File: config.mk
export PLATFORM = sky130hd
export DESIGN_NAME = sha_block_sequencer
export DESIGN_NICKNAME = d
export VERILOG_FILES = /design/src/rtl/sha_block_sequencer.sv
export SDC_FILE = /design/constraint.sdc
export NUM_CORES = 2
export LEC_CHECK = 0
export CAP_MARGIN = 30
export CORE_AREA = 10 10 606 608
export DETAILED_ROUTE_END_ITERATION = 8
export DIE_AREA = 0 0 616 618
export SKIP_LAST_GASP = 1
export SLEW_MARGIN = 30
export SYNTH_ARGS = -nofsm -noshare
export SYNTH_HDL_FRONTEND = slang
export SYNTH_SLANG_ARGS = --single-unit
File: constraint.sdc
create_clock -name clk -period 49.1 [get_ports clk]
set_input_delay 12.275 -clock clk [delete_from_list [all_inputs] [get_ports clk]]
set_output_delay 12.275 -clock clk [all_outputs]
set_load 0.02 [all_outputs]
File: src/rtl/sha_block_sequencer.sv
// sha_block_sequencer
// Queues 512-bit message blocks from the UART input handler, issues them one
// at a time to the SHA-256 compression core with IV/chaining selection,
// counts the blocks of each message and hands the final digest downstream
// over a valid/ready handshake. A watchdog traps a core that never answers.
module sha_block_sequencer #(
    parameter int DEPTH        = 2,
    parameter int CNT_W        = 16,
    parameter int CORE_TIMEOUT = 256
) (
    input  logic             clk,
    input  logic             rst,
    input  logic [511:0]     blk_data,
    input  logic             blk_dv,
    input  logic             blk_last,
    output logic [511:0]     core_block,
    output logic             core_start,
    output logic             core_init,
    input  logic             core_done,
    input  logic [255:0]     core_digest,
    output logic [255:0]     dig_data,
    output logic             dig_valid,
    input  logic             dig_ready,
    output logic             busy,
    output logic [CNT_W-1:0] blk_count,
    output logic             ovf,
    output logic             err
);

    localparam int AW  = (DEPTH > 1) ? $clog2(DEPTH) : 1;
    localparam int CW  = AW + 1;
    localparam int WDW = $clog2(CORE_TIMEOUT + 1);
    localparam int EW  = 513;

    typedef enum logic [2:0] {
        S_IDLE  = 3'd0,
        S_START = 3'd1,
        S_WAIT  = 3'd2,
        S_OUT   = 3'd3,
        S_ERR   = 3'd4
    } state_t;

    state_t            r_state;
    logic [EW-1:0]     r_mem [DEPTH];
    logic [AW-1:0]     r_wr_ptr;
    logic [AW-1:0]     r_rd_ptr;
    logic [CW-1:0]     r_count;
    logic              r_ovf;
    logic              r_first;
    logic              r_last;
    logic [WDW-1:0]    r_wd;
    logic [511:0]      r_core_block;
    logic              r_core_start;
    logic              r_core_init;
    logic [255:0]      r_dig_data;
    logic              r_dig_valid;
    logic [CNT_W-1:0]  r_blk_count;
    logic              r_err;

    logic              w_empty;
    logic              w_full;
    logic              w_pop;
    logic              w_push;
    logic [EW-1:0]     w_head;

    // The FSM pops only from IDLE; a full FIFO still accepts a push when the
    // head leaves in the same cycle, so no slot is ever lost to that race.
    assign w_empty = (r_count == CW'(0));
    assign w_full  = (r_count == CW'(DEPTH));
    assign w_pop   = (r_state == S_IDLE) && !w_empty;
    assign w_push  = blk_dv && (!w_full || w_pop);
    assign w_head  = r_mem[r_rd_ptr];

    assign core_block = r_core_block;
    assign core_start = r_core_start;
    assign core_init  = r_core_init;
    assign dig_data   = r_dig_data;
    assign dig_valid  = r_dig_valid;
    assign blk_count  = r_blk_count;
    assign ovf        = r_ovf;
    assign err        = r_err;
    // Derived from registers only, so it carries no input-to-output path.
    assign busy       = (r_state != S_IDLE) || !w_empty;

    // FIFO storage; occupancy gates every read, so contents need no reset.
    always_ff @(posedge clk) begin
        if (w_push) begin
            r_mem[r_wr_ptr] <= {blk_last, blk_data};
        end
    end

    // FIFO pointers, occupancy count and sticky drop flag.
    always_ff @(posedge clk or negedge rst) begin
        if (!rst) begin
            r_wr_ptr <= '0;
            r_rd_ptr <= '0;
            r_count  <= '0;
            r_ovf    <= 1'b0;
        end else begin
            if (w_push) begin
                r_wr_ptr <= r_wr_ptr + AW'(1);
            end
            if (w_pop) begin
                r_rd_ptr <= r_rd_ptr + AW'(1);
            end
            case ({w_push, w_pop})
                2'b10:   r_count <= r_count + CW'(1);
                2'b01:   r_count <= r_count - CW'(1);
                default: r_count <= r_count;
            endcase
            if (blk_dv && !w_push) begin
                r_ovf <= 1'b1;
            end
        end
    end

    // Block sequencing FSM with registered core and digest outputs.
    always_ff @(posedge clk or negedge rst) begin
        if (!rst) begin
            r_state      <= S_IDLE;
            r_first      <= 1'b1;
            r_last       <= 1'b0;
            r_wd         <= '0;
            r_core_block <= '0;
            r_core_start <= 1'b0;
            r_core_init  <= 1'b1;
            r_dig_data   <= '0;
            r_dig_valid  <= 1'b0;
            r_blk_count  <= '0;
            r_err        <= 1'b0;
        end else begin
            r_core_start <= 1'b0;
            case (r_state)
                S_IDLE: begin
                    if (!w_empty) begin
                        r_core_block <= w_head[511:0];
                        r_last       <= w_head[512];
                        if (r_first) begin
                            r_blk_count <= '0;
                        end
                        r_state <= S_START;
                    end
                end
                S_START: begin
                    r_core_start <= 1'b1;
                    r_core_init  <= r_first;
                    r_wd         <= '0;
                    r_state      <= S_WAIT;
                end
                S_WAIT: begin
                    if (core_done) begin
                        r_blk_count <= r_blk_count + CNT_W'(1);
                        if (r_last) begin
                            r_dig_data <= core_digest;
                            r_state    <= S_OUT;
                        end else begin
                            r_first <= 1'b0;
                            r_state <= S_IDLE;
                        end
                    end else if (r_wd == WDW'(CORE_TIMEOUT - 1)) begin
                        r_wd    <= WDW'(CORE_TIMEOUT);
                        r_err   <= 1'b1;
                        r_state <= S_ERR;
                    end else begin
                        r_wd <= r_wd + WDW'(1);
                    end
                end
                S_OUT: begin
                    // Raise valid one cycle after entering OUT, then hold
                    // until the downstream handler takes the digest.
                    if (!r_dig_valid) begin
                        r_dig_valid <= 1'b1;
                    end else if (dig_ready) begin
                        r_dig_valid <= 1'b0;
                        r_first     <= 1'b1;
                        r_state     <= S_IDLE;
                    end
                end
                S_ERR: begin
                    r_state <= S_ERR;
                end
                default: begin
                    // Corrupted state encoding is treated like a core fault.
                    r_err   <= 1'b1;
                    r_state <= S_ERR;
                end
            endcase
        end
    end

endmodule
==> impl_metrics.ini <==
[die]
num_rows = 219
die_w_um = 616
boundaryPins = 1564
coreArea_um2 = 355000
initial_core_util_pct = 18.5
die_h_um = 618
dieArea_um2 = 381000

[routing]
route.detailed.drc = 0
drtIter0Drc = 2271
wire_per_inst_um = 23.9
wl_mm = 252
drt_pre_antenna_iters = 5
via_count = 39783
vias_per_cell = 3.77
postRouteAntennaNets = 0

[global_route]
grt_pass1_vias = 42056
antenna_found_initial = 117
grt_pass1_wl_mm = 343
grtUsageTotal_pct = 12.5
grt_max_degree = 158
overflow = 0

[setup_path]
worst_path_most_repeated_cell = buf_4
critPathRequiredTime_ns = 49.82
cpPeakStageDelay_ns = 0.80
critPathMaxFanout = 66
crit_path_start_kind = primary input
path_cells = clkdlybuf4s50_1 > and4bb_1 > and2_4 > buf_4 > buf_4 > buf_4 > buf_4 > mux2_1
worst-endpoint-arrival_ns = 17.19
crit_type = in -> reg
endpoint_kind = flop
crit_slowest_cell = buf_4

[timing]
setup_viol = 0
slew_viol_final = 0
finClkSkew_ns = 0.0869
finalHoldViolations = 0
worstMarginPinSlew_ns = 0.974
finalSetupTns_ns = 0
rsz0062_at_grt = false
setup_ws_ns = 32.62
clock.fmax_mhz = 60.7
fin_crit_ns = 16.48
fin_crit_sh_pct = 33.6
max_slew_margin_pct = 35.0

[outcome]
status = finished clean

[clock_network]
cts_max_level = 4
cts_sinks = 1833
cts_setup_buffers = 0
cts_buffer_depth = 4
cts_tree = yes
cts_made_buffers = 206
cts_root_buf = clkbuf_16
cts_resized = 0
clk_pin_slew_ns = 0.06
cts_hold_buffers = 0
clk_latency_ns = 0.89

[final_layout]
final_common_cell = clkdlybuf4s50_1
final_cell_mix = 1562 x clkdlybuf4s50_1, 1026 x edfxtp_1, 804 x dfrtp_1
finalNonFillerCells = 10566
utilization_pct = 26.5
layout.nets = 6390
drive_gt1_share_pct = 7.08
synthToLayoutAreaGrowth_pct = 43.3

[synth]
postSynthCellCount = 3992
syn_area_um2 = 65600
async_flop_share_pct = 44.0
ys_seq_area_share_pct = 77.7
ys_types = 49
synth_nets = 4770
yosys_register_bits = 1833
yosys_most_used_dff = edfxtp_1
yosys_warnings = 0
synth-edff-count = 1026
synth.avg_cell_area_um2 = 16.4

[run]
cap_violations = 0

[power]
power.leakage_nw = 35.4
p_per_area_nw_per_um2 = 67.9
vdd_ir_drop_max_v = 0.0000387

[placement]
post-place-cells = 10152
place.gp.congestion = 0.834
dp_hpwl_mm = 193
dp_slack_ns = 31.74
portBuffers = 1563

[min_path]
hold_path.class = reg -> reg
cells by family (layout without fill, tap and decap cells):
| kind of cell | after synthesis | in the layout | synth area share, % |
|---|---|---|---|
| other | 0 | 26 | 0 |
| buffers and inverters | 215 | 2012 | 1.74 |
| multiplexers | 772 | 772 | 12.3 |
| AO/OA/AOI/OAI | 564 | 564 | 4.40 |
| adder cells (fa/ha/maj) | 4 | 4 | 0.0763 |
| flip-flops | 1833 | 1833 | 77.7 |
| AND/OR/NAND/NOR | 594 | 594 | 3.67 |
| XOR/XNOR | 10 | 10 | 0.133 |
layout make-up:
cell class	instances	area [µm²]
diodes	26	65.1
clock buffers	257	5560
clock inverters	128	1680
fillers	36043	261000
inverters	5	18.8
multi-input cells	1944	13500
flip-flops and latches	1833	51000
well taps	4751	5940
repair buffers	1622	16300
path summary, 6_finish.rpt:
kind	start	to	slack, ns	cells after the start
max in group asynchronous	rst	dig_data[233]$_DFFE_PN0P_	33.52	6
min in group asynchronous	rst	core_block[442]$_DFFE_PN0P_	11.49	1
setup / recovery	core_done	dig_data[220]$_DFFE_PN0P_	32.62	8
hold reg to reg	r_mem[0][195]$_DFFE_PP_	core_block[195]$_DFFE_PN0P_	0.48	2
setup reg to reg	r_state[0]$_DFFE_PN0P_	r_mem[0][497]$_DFFE_PP_	43.50	9
hold / removal	r_mem[0][195]$_DFFE_PP_	core_block[195]$_DFFE_PN0P_	0.48	2
Yosys cell counts, types with 4 or more instances:
| cell | instances | area, µm² |
|---|---|---|
| mux2i_1 | 513 | 5130 |
| a21oi_1 | 532 | 2660 |
| mux2_1 | 256 | 2880 |
| xor2_1 | 7 | 61.3 |
| nand3_1 | 4 | 20.0 |
| clkbuf_1 | 45 | 169 |
| or3_1 | 6 | 37.5 |
| and4_1 | 4 | 35.0 |
| nor2_1 | 531 | 1990 |
| buf_2 | 127 | 636 |
| nand2_1 | 9 | 33.8 |
| dfrtp_1 | 805 | 20100 |
| o31ai_1 | 10 | 75.1 |
| or4_1 | 10 | 75.1 |
| inv_1 | 5 | 18.8 |
| and3_1 | 6 | 37.5 |
| o21ai_0 | 7 | 35.0 |
| ha_1 | 4 | 50.1 |
| nand4_1 | 7 | 43.8 |
| edfxtp_1 | 1026 | 30800 |
| buf_6 | 23 | 259 |
| buf_1 | 13 | 48.8 |
metrics by stage:
step	hold slack [ns]	instance area, µm²	power (W)
2_1_floorplan	0.443	65600	0.00371
4_1_cts	0.471	93900	0.00652
3_3_place_gp	0.458	86600	0.00480
3_5_place_dp	0.474	86700	0.00484
5_1_grt	0.492	94000	0.00671
6_report	0.477	94100	0.00639
where the power goes:
group          total (W)  switching [W]  leakage (nW)  internal (W)
logic            0.00229        0.00137          12.9      0.000927
clock network    0.00164       0.000661          3.51      0.000978
registers        0.00246       0.000262          19.0       0.00219
flip-flops by register name, indices dropped and copies added, names as in the netlist:
signal / count
r_mem: 1026
core_start: 1
r_count: 2
r_last: 1
dig_data: 256
r_first: 1
core_block: 512
r_wr_ptr: 1
r_wd: 9
dig_valid: 1
core_init: 1
ovf: 1
r_state: 3
blk_count: 16
r_rd_ptr: 1
err: 1
routing by layer:
metal	wire, µm	track usage, %
met5	441	0
met4	9390	4.47
met3	19700	4.37
met2	137000	23.9
met1	85400	12.5
critical path: cells and delay by family:
kind                   cells  cell delay (ns)
buffers and inverters      5             3.56
muxes                      1             0.40
and+or+nand+nor            2             0.62
Power figures use the tool's default switching activity.
